$ cat src/rtl/ps2_dev_tx.sv
// ps2_dev_tx
// Device-side PS/2 transmitter. Bytes accepted on a valid/ready handshake are
// serialised into 11-bit device-to-host frames:
//   start(0), data[0..7] LSB first, odd parity (~^byte), stop(1).
// Both PS/2 lines are driven from registers and idle high. Every bit slot has
// a high phase and then a low phase, each HALF_PER cycles long. A gap of
// GAP_CYC idle-high cycles separates consecutive frames.
//
// Parameters:
//   HALF_PER  system-clock cycles per PS/2 clock half-period (>= 2)
//   GAP_CYC   idle cycles between the stop bit and the next start bit (>= 1)
//
// Ports:
//   clk_i      system clock
//   rst_n_i    asynchronous active-low reset (both lines go high at once)
//   byte_i     scan-code byte, captured on valid_i & ready_o
//   valid_i    byte_i valid
//   ready_o    a byte can be accepted this cycle
//   ps2_clk_o  PS/2 clock, idle high
//   ps2_dat_o  PS/2 data, idle high, changes only while ps2_clk_o is high
//   busy_o     frame or gap in progress, or queued bytes present
//
// Build option:
//   PS2_TX_FIFO_EN  defined:   a 4-entry byte FIFO sits in front of the
//                              serialiser, and ready_o = FIFO not full.
//                   undefined: the serialiser frame register is the only
//                              storage, and ready_o = (state == IDLE).
module ps2_dev_tx #(
  parameter int unsigned HALF_PER = 2000,
  parameter int unsigned GAP_CYC  = 4000
) (
  input  logic       clk_i,
  input  logic       rst_n_i,
  input  logic [7:0] byte_i,
  input  logic       valid_i,
  output logic       ready_o,
  output logic       ps2_clk_o,
  output logic       ps2_dat_o,
  output logic       busy_o
);

  localparam int unsigned HW = (HALF_PER > 2) ? $clog2(HALF_PER) : 1;
  localparam int unsigned GW = $clog2(GAP_CYC + 1);
  localparam logic [HW-1:0] HALF_LAST = HW'(HALF_PER - 1);
  // The outputs are registered and lag the state by one cycle. The IDLE cycle
  // that launches the next frame therefore counts as one of the gap cycles,
  // so the GAP state itself lasts GAP_CYC-1 cycles.
  localparam logic [GW-1:0] GAP_LAST  = GW'((GAP_CYC > 1) ? (GAP_CYC - 2) : 0);

  typedef enum logic [1:0] {
    S_IDLE,
    S_SEND,
    S_GAP
  } state_e;

  state_e        state_q, state_d;
  logic [HW-1:0] half_q, half_d;
  logic          phase_q, phase_d;   // 0: clock-high phase, 1: clock-low phase
  logic [3:0]    bit_q, bit_d;
  logic [GW-1:0] gap_q, gap_d;
  logic [10:0]   frame_q, frame_d;   // {stop, parity, data, start}
  logic          clk_q, dat_q;

  logic          idle_w;
  logic          launch;
  logic [7:0]    launch_byte;
  logic          q_busy;

  assign idle_w = (state_q == S_IDLE);

`ifdef PS2_TX_FIFO_EN
  logic [7:0] fifo_q [4];
  logic [1:0] wr_q, rd_q;
  logic [2:0] cnt_q;
  logic       fifo_empty, fifo_full, push, pop;

  assign fifo_empty  = (cnt_q == 3'd0);
  assign fifo_full   = (cnt_q == 3'd4);
  assign ready_o     = ~fifo_full;
  // Queued bytes launch ahead of a byte arriving on the same edge. A byte that
  // arrives while IDLE and empty launches directly, bypassing the FIFO.
  assign launch      = idle_w & (~fifo_empty | valid_i);
  assign launch_byte = fifo_empty ? byte_i : fifo_q[rd_q];
  assign pop         = launch & ~fifo_empty;
  assign push        = valid_i & ~fifo_full & ~(launch & fifo_empty);
  assign q_busy      = ~fifo_empty;

  always_ff @(posedge clk_i or negedge rst_n_i) begin
    if (!rst_n_i) begin
      wr_q  <= '0;
      rd_q  <= '0;
      cnt_q <= '0;
    end else begin
      if (push) wr_q <= wr_q + 2'd1;
      if (pop)  rd_q <= rd_q + 2'd1;
      case ({push, pop})
        2'b10:   cnt_q <= cnt_q + 3'd1;
        2'b01:   cnt_q <= cnt_q - 3'd1;
        default: cnt_q <= cnt_q;
      endcase
    end
  end

  always_ff @(posedge clk_i) begin
    if (push) fifo_q[wr_q] <= byte_i;
  end
`else
  assign ready_o     = idle_w;
  assign launch      = idle_w & valid_i;
  assign launch_byte = byte_i;
  assign q_busy      = 1'b0;
`endif

  always_comb begin
    state_d = state_q;
    half_d  = half_q;
    phase_d = phase_q;
    bit_d   = bit_q;
    gap_d   = gap_q;
    frame_d = frame_q;
    case (state_q)
      S_IDLE: begin
        if (launch) begin
          state_d = S_SEND;
          half_d  = '0;
          phase_d = 1'b0;
          bit_d   = '0;
          frame_d = {1'b1, ~^launch_byte, launch_byte, 1'b0};
        end
      end
      S_SEND: begin
        if (half_q == HALF_LAST) begin
          half_d = '0;
          if (!phase_q) begin
            phase_d = 1'b1;
          end else begin
            phase_d = 1'b0;
            if (bit_q == 4'd10) begin
              bit_d = '0;
              gap_d = '0;
              state_d = (GAP_CYC > 1) ? S_GAP : S_IDLE;
            end else begin
              bit_d = bit_q + 4'd1;
            end
          end
        end else begin
          half_d = half_q + 1'b1;
        end
      end
      S_GAP: begin
        if (gap_q == GAP_LAST) begin
          gap_d   = '0;
          state_d = S_IDLE;
        end else begin
          gap_d = gap_q + 1'b1;
        end
      end
      default: state_d = S_IDLE;
    endcase
  end

  always_ff @(posedge clk_i or negedge rst_n_i) begin
    if (!rst_n_i) begin
      state_q <= S_IDLE;
      half_q  <= '0;
      phase_q <= 1'b0;
      bit_q   <= '0;
      gap_q   <= '0;
      frame_q <= '1;
    end else begin
      state_q <= state_d;
      half_q  <= half_d;
      phase_q <= phase_d;
      bit_q   <= bit_d;
      gap_q   <= gap_d;
      frame_q <= frame_d;
    end
  end

  // Registered line drivers keep both lines glitch-free. The data bit and the
  // rising clock change together at slot boundaries, so data never moves while
  // the clock is low.
  always_ff @(posedge clk_i or negedge rst_n_i) begin
    if (!rst_n_i) begin
      clk_q <= 1'b1;
      dat_q <= 1'b1;
    end else if (state_q == S_SEND) begin
      clk_q <= ~phase_q;
      dat_q <= frame_q[bit_q];
    end else begin
      clk_q <= 1'b1;
      dat_q <= 1'b1;
    end
  end

  assign ps2_clk_o = clk_q;
  assign ps2_dat_o = dat_q;
  assign busy_o    = ~idle_w | q_busy;

endmodule

$ cat config.mk
export PLATFORM = sky130hd
export DESIGN_NAME = ps2_dev_tx
export DESIGN_NICKNAME = d
export VERILOG_FILES = /design/src/rtl/ps2_dev_tx.sv
export SDC_FILE = /design/constraint.sdc
export NUM_CORES = 1
export LEC_CHECK = 0
export ABC_AREA = 1
export CAP_MARGIN = 10
export CORE_UTILIZATION = 51
export CTS_BUF_LIST = sky130_fd_sc_hd__clkbuf_8
export DETAILED_ROUTE_END_ITERATION = 10
export PLACE_DENSITY = 0.68
export SLEW_MARGIN = 30
export SYNTH_ARGS = -nofsm -noshare
export SYNTH_HDL_FRONTEND = slang
export SYNTH_SLANG_ARGS = --single-unit
$ cat constraint.sdc
create_clock -name clk_i -period 3.25 [get_ports clk_i]
set_input_delay 0.8125 -clock clk_i [delete_from_list [all_inputs] [get_ports clk_i]]
set_output_delay 0.8125 -clock clk_i [all_outputs]
set_load 0.01 [all_outputs]
# After elaboration in Yosys (flattened, before gate mapping)
# Index checks and enable logic that the tools add are counted.
[totals]
register_bits = 42
latch_bits = 0
ramBits = 0
rom_bits = 0
output_inout_bits = 4
word_cells = 62
mem_count = 0
[op_classes]
n_addsub = 3
n_mul = 0
n_div = 0
magnitude_cmp = 1
eq_ne = 10
shifts = 0
muxes = 27
n_bitwise = 3
reduce_logical = 10
[ops]
columns = ["operator", "count"]
rows = [
  ["12-bit 2-to-1 mux", 4],
  ["12-bit one-hot mux with 2 select lines", 1],
  ["11-bit 2-to-1 mux", 2],
  ["11-bit one-hot mux with 2 select lines", 1],
  ["4-bit 2-to-1 mux", 4],
  ["12-bit by 1-bit adder with 12-bit output (second input constant)", 1],
  ["12-bit equality test (second input constant)", 1],
  ["11-bit by 1-bit adder with 11-bit output (second input constant)", 1],
  ["11-bit equality test (second input constant)", 1],
  ["2-bit 2-to-1 mux", 5],
  ["2-bit != test (second input constant)", 4],
  ["4-bit one-hot mux with 2 select lines", 1],
  ["4-bit AND reduction", 2],
  ["8-bit XNOR reduction", 1],
  ["1-bit 2-to-1 mux", 6],
  ["2-bit one-hot mux with 3 select lines", 1],
  ["4-bit by 5-bit less-than comparator with 1-bit output (second input constant)", 1],
  ["5-bit AND reduction", 1],
  ["4-bit by 1-bit adder with 4-bit output (second input constant)", 1],
  ["1-bit binary-select mux with 4-bit select", 1],
  ["4-bit equality test (second input constant)", 1],
  ["2-bit AND reduction", 2],
  ["2-bit nonzero test", 2],
  ["3-bit AND reduction", 1],
  ["7 further kinds", 8],
]

# Depth between registers and ports, before layout
# Gate-level depths: netlist of run 1.
[depth]
depth_word = 5
ltp_mapped = 9

# Worst setup path after synthesis of run 1
# No wires, ideal clock.
[synth_path]
path_type = "reg-to-output"
from = "register state_q[1]"
to = "output busy_o"
t_arrival_ns = 0.866
setup_slack_ns = 1.572
stages_incl_launch_ff = 3
path_cell_list = "dfrtp_1 nor2_1 inv_1"
[synth_via]
elab_chain_cells = 2
[synth_rtl]
columns = ["element", "line_no", "text"]
rows = [
  ["start, declared", "56", "state_e state_q, state_d;"],
  ["start signal, assigned", "171", "state_q <= state_d;"],
  ["2-bit logical NOT", "69", "assign idle_w = (state_q == S_IDLE);"],
  ["via ready_o", "36", "output logic ready_o,"],
  ["1-bit NOT", "198", "assign busy_o = ~idle_w | q_busy;"],
  ["end, declared", "39", "output logic busy_o"],
]
# The timed path passes the listed nets, and every way through them passes these cells.

# Worst setup path in the final report of run 1
[layout_path]
from = "register state_q[1]"
to = "output ready_o"
[layout_via]
elab_chain_cells = 1
[layout_rtl]
columns = ["element", "line_no"]
rows = [
  ["2-bit logical NOT", "69"],
  ["end, declared", "36"],
]
# No other way between the ends.

==> metrics.cfg, run 1 <==
[yosys]
syn_inst=320
avgSynthCellArea_um2=7.53
synth_seq_cells=42
synth_fp_nets=336
ys_seq_area_share_pct=44.2
ys_warn_count=0
netlist_area_um2=2410
synth_cell_types=31

[floorplan]
io_pins=15
core.rowCount=24
start_util_pct=54.2
die_h_um=70.7
core_region_area_um2=4440
dieWidth_um=70.7
die_area_um2=5000

[drt]
met2_length_um=2260
drt_iter0_drc=122
wirelength_um=4730
drt_pass1_iterations=4
vias=1994
via_per_inst=5.07
drc=0
ant_nets=0
wl_per_cell_um=12.0
wl_met1_um=2300
met3_length_um=123
routed.top_layer=met4

[placement]
hpwlAfterDp_um=3500
port_buffers=14
place_inst=385
place.gp.congestion=0.831

[grt]
antenna_found_initial=0
grt_max_degree=43
globalRouteOverflowTotal=0
grt_pass1_wl_um=8500
grt_pass1_vias=1932
grt_use_total_pct=21.4

[sta]
min_period_ps=2400
slew_violations=0
hold_viol=0
final.setup.tns_ps=0
fin_crit_sh_pct=73.8
max_freq_ghz=0.417
finalSetupViolCount=0
worst_pin_slew_ps=519
worst_clock_skew_ps=5.37
slew-limit-headroom_pct=65.4
rsz0062_at_grt=no

[worst_setup_path]
r2r-end=bit_q[1]
worstSetupPathDepth=2
critPathBufInv=1
cp-start-kind=flop
critPathKind=reg2out
cp_slowest_cell=clkdlybuf4s50_1
max_stage_delay_ps=600
critical_path.top_delay_family=buffers and inverters
r2r-start=bit_q[0]
cp-end-kind=output pin
endpoint=ready_o
critPathLaunch=state_q[1]
cp_data_arrival_time_ps=1590
cp_data_required_time_ps=2440
worst_r2r_path_depth=6
cp_max_fo=5
cp_cell_sequence=nor2_1, clkdlybuf4s50_1
r2r_slack_ps=1470

[cts]
cts.repair.resized=0
cts_tree=built
path_clk_slew_ps=80
cts_setup_buffers=0
clockRootBuffer=clkbuf_8
numCtsBuffers=5
clk_path_buf_depth=2
ctsHoldBuffers=0
cts_sinks=42
htreeDepth=2
clk_latency_ps=290

[flow_run]
maxCapViolations=0

[cells_and_area]
final_cell_mix=nand2_1, inv_1, dfrtp_1
area_growth_pct=12.5
final_cells=393
finalNetCount=356
n_fill_cell=417
drive_gt1_share_pct=9.38
final_common_cell=nand2_1
n_antenna_cell=0

[power]
p_per_area_nw_per_um2=355
irDropWorstVdd_mv=0.167
power_mw=0.963
p_leak_nw=1.31

[min_path]
hold_path.class=reg2reg

[run_status]
status=complete, no violations

cell usage after synthesis (all sizes together):
cell type / number / area [um^2]
clkinv: 2 / 7.51
nand3b: 2 / 15.0
o21ai: 23 / 119
nand4: 4 / 25.0
dfstp: 12 / 315
a31oi: 1 / 6.26
a21oi: 4 / 20.0
nor3: 3 / 15.0
a21o: 1 / 7.51
xor2: 11 / 96.3
or2: 1 / 6.26
nor2: 31 / 126
dfrtp: 30 / 751
ha: 5 / 62.6
o211ai: 3 / 22.5
nand2: 121 / 459
nand3: 19 / 110
o22ai: 1 / 6.26
o21bai: 3 / 26.3
inv: 33 / 124
xnor2: 8 / 70.1
buf: 1 / 11.3
o31ai: 1 / 7.51
state kept, by name, indices dropped and copies added (netlist names):
signal     cells
frame_q       10
phase_q        1
ps2_dat_o      1
half_q        11
bit_q          4
ps2_clk_o      1
gap_q         12
state_q        2
layer usage:
metal,global-route usage (%),up-vias
li1,-,1049
met1,27.3,915
met2,36.9,25
met3,4.42,5
met4,6.00,0
met5,0,-
cells by family (layout without fill, tap and decap cells):
logic type,count (synthesis),count (layout),share of synthesized area [%]
adder cells (fa/ha/maj),5,5,2.60
XOR/XNOR,19,19,6.91
AND/OR/NAND/NOR,181,181,31.4
AO/OA/AOI/OAI,37,37,8.93
buffers and inverters,36,57,5.92
flip-flops,42,42,44.2
worst min path at each step:
stage | startpoint | depth (start not counted) | endpoint
6_report | phase_q | 1 | ps2_clk_o
2_1_floorplan | phase_q | 1 | ps2_clk_o
3_3_place_gp | phase_q | 1 | ps2_clk_o
5_1_grt | phase_q | 1 | ps2_clk_o
3_5_place_dp | phase_q | 1 | ps2_clk_o
4_1_cts | phase_q | 1 | ps2_clk_o
cell type report:
cell class,count,area (um^2),share of cell area (%)
Multi-Input combinational cell,242,1200,44.3
Inverter,35,131,4.85
Clock buffer,8,110,4.06
Sequential cell,42,1070,39.3
Timing Repair Buffer,14,138,5.08
Tap cell,52,65.1,2.40
through the flow:
stage               worst slack, ps  hold WS, ps  cell area [um^2]  util, %
global placement               1020          425              2600     58.5
finish                          851          439              2710     61.0
detailed placement              992          427              2600     58.5
global route                    752          455              2710     61.0
CTS                             839          438              2710     61.0
floorplan                      1570          397              2410        -
power by group:
group	switching (mW)	leakage, nW	internal [mW]
registers	0.000874	0.480	0.524
clock network	0.177	0.0575	0.215
logic	0.0264	0.768	0.0201
Note: power is estimated with default switching activity, not from simulation.
==> run 2: changes to the inputs <==
PLACE_DENSITY = 0.71   (was 0.68)
clock period = 2 ns   (was 3.25 ns; I/O delays follow)
==> metrics.cfg, run 2 (synthesis gave the netlist of run 1 again) <==
[cells_and_area]
area_growth_pct=13.6
largestRegisters=gap_q (12), half_q (11), frame_q (10)
ff_latch_area_um2=1070  ; unchanged
final_common_cell=nand2_1
final_cell_mix=nand2_1, inv_1, dfrtp_1
finalNetCount=361  ; +1.4%
n_antenna_cell=0  ; unchanged
multi_input_area_um2=1210  ; +0.63%
final_cells=398  ; +1.3%
drive_gt1_share_pct=10.1  ; +0.73 points
largest_register_ffs=12  ; unchanged
finish.instance_area_um2=2740  ; +0.92%
fin_util_pct=61.6  ; +0.56 points
n_fill_cell=419  ; +0.48%
top_register=gap_q

[power]
p_comb_share_pct=5.5  ; +0.7 points
intPower_mw=1.12  ; +48%
power_frac_seq_pct=59.0  ; +4.5 points
p_per_area_nw_per_um2=528  ; +49%
power.switching_mw=0.324  ; +59%
irDropWorstVdd_mv=0.306  ; +83%
power_mw=1.44  ; +50%
p_leak_nw=1.33  ; +1.6%
clkPwrFrac_pct=35.5  ; -5.2 points
p_sw_share_pct=22.4  ; +1.2 points

[cts]
clk_latency_ps=290  ; about the same
numCtsBuffers=5  ; unchanged
ctsHoldBuffers=0  ; unchanged
clockRootBuffer=clkbuf_8
clk_path_buf_depth=2  ; unchanged
htreeDepth=2  ; unchanged
cts_tree=built
cts_setup_buffers=0  ; unchanged
cts_sinks=42  ; unchanged
path_clk_slew_ps=80  ; about the same

[sta]
worst_pin_slew_ps=513  ; -5.36 ps
hold_viol=0  ; unchanged
worst_clock_skew_ps=6.99  ; +1.61 ps
min_period_ps=1930
finalHoldWorstSlack_ps=173  ; -266 ps
finalSetupViolCount=0  ; unchanged
slew_violations=0  ; unchanged
slew-limit-headroom_pct=65.8  ; +0.36 points
max_freq_ghz=0.517
final.setup.tns_ps=0  ; unchanged
fin_crit_sh_pct=96.7
layout_setup_ws_ps=66.8  ; -785 ps
rsz0062_at_grt=no

[floorplan]
core_region_area_um2=4440  ; unchanged
io_pins=15  ; unchanged
start_util_pct=54.2  ; unchanged
dieWidth_um=70.7  ; unchanged
die_h_um=70.7  ; unchanged
core.rowCount=24  ; unchanged
die_area_um2=5000  ; unchanged

[placement]
place_inst=390  ; +1.3%
preCtsSetupSlack_ps=173  ; -819 ps
placed_area_um2=2650  ; +1.9%
port_buffers=14  ; unchanged
hpwlAfterDp_um=3690  ; +5.4%
place.gp.congestion=0.868  ; +4.4%

[grt]
antenna_found_initial=0  ; unchanged
grt_max_degree=23  ; -47%
grt_use_total_pct=21.8  ; +0.44 points
globalRouteOverflowTotal=0  ; unchanged
grt_pass1_vias=1950  ; +0.93%
grt_pass1_wl_um=8590  ; +1.1%

[drt]
drt_pass1_iterations=4  ; unchanged
wl_per_cell_um=12.2  ; +1.4%
via_per_inst=5.22  ; +2.9%
drt_iter0_drc=95  ; -22%
drc=0  ; unchanged
wirelength_um=4860  ; +2.7%
vias=2077  ; +4.2%
ant_nets=0  ; unchanged

[worst_setup_path]
cp-end-kind=output pin
cp-start-kind=flop
cp_data_arrival_time_ps=1430  ; -160 ps
r2r-start=half_q[0]
cp_max_fo=3  ; -2
critPathLaunch=state_q[0]
critPathKind=reg2out
cp_data_required_time_ps=1500  ; -940 ps

[min_path]
hold_path.class=in2async

[flow_run]
maxCapViolations=0  ; unchanged

[run_status]
status=complete, no violations

[run 2: cell type report]
| cell class | instances | share of cell area (%) |
|---|---|---|
| Clock buffer | 5 | 2.51 |
| Multi-Input combinational cell | 242 | 44.2 |
| Clock inverter | 3 | 0.412 |
| Inverter | 35 | 4.80 |
| Sequential cell | 42 | 39.0 |
| Timing Repair Buffer | 19 | 6.77 |
| Tap cell | 52 | 2.38 |
[run 2: path summary, 6_finish.rpt]
kind / end / slack [ps] / cells after the start
setup / recovery: busy_o / 70 / 3
setup reg to reg: gap_q[1] / 220 / 8
max in group asynchronous: frame_q[8] / 1260 / 2
hold / removal: half_q[7] / 170 / 1
hold reg to reg: ps2_clk_o / 450 / 1
min in group clk_i: ps2_clk_o / 450 / 1
[run 2: power groups by stage]
stage	Combinational (mW)	Sequential, mW	Clock, mW
6_report	0.0793	0.852	0.512
5_1_grt	0.0918	0.853	0.557
4_1_cts	0.0823	0.852	0.528
3_5_place_dp	0.0820	0.868	0
3_3_place_gp	0.0793	0.868	0
2_1_floorplan	0.0295	0.868	0
[run 2: routing by layer]
metal  wire length [um]  global-route usage (%)  vias up
met4                 55                    6.00        0
met1               2340                    28.9      975
met3                131                    4.70        4
li1                   -                       -     1073
met2               2330                    36.3       25
met5                  0                       0        -
[run 2: worst max-delay path, stage by stage (launching register included)]
cell and delay [ps]:
dfrtp_1 440, nor2_4 150, inv_1 60, clkdlybuf4s50_1 490
[run 2: repair_timing]
item,CTS,global route
endpoints found under the setup margin,2,2
gates resized for setup,1,1
pin swaps,0,0
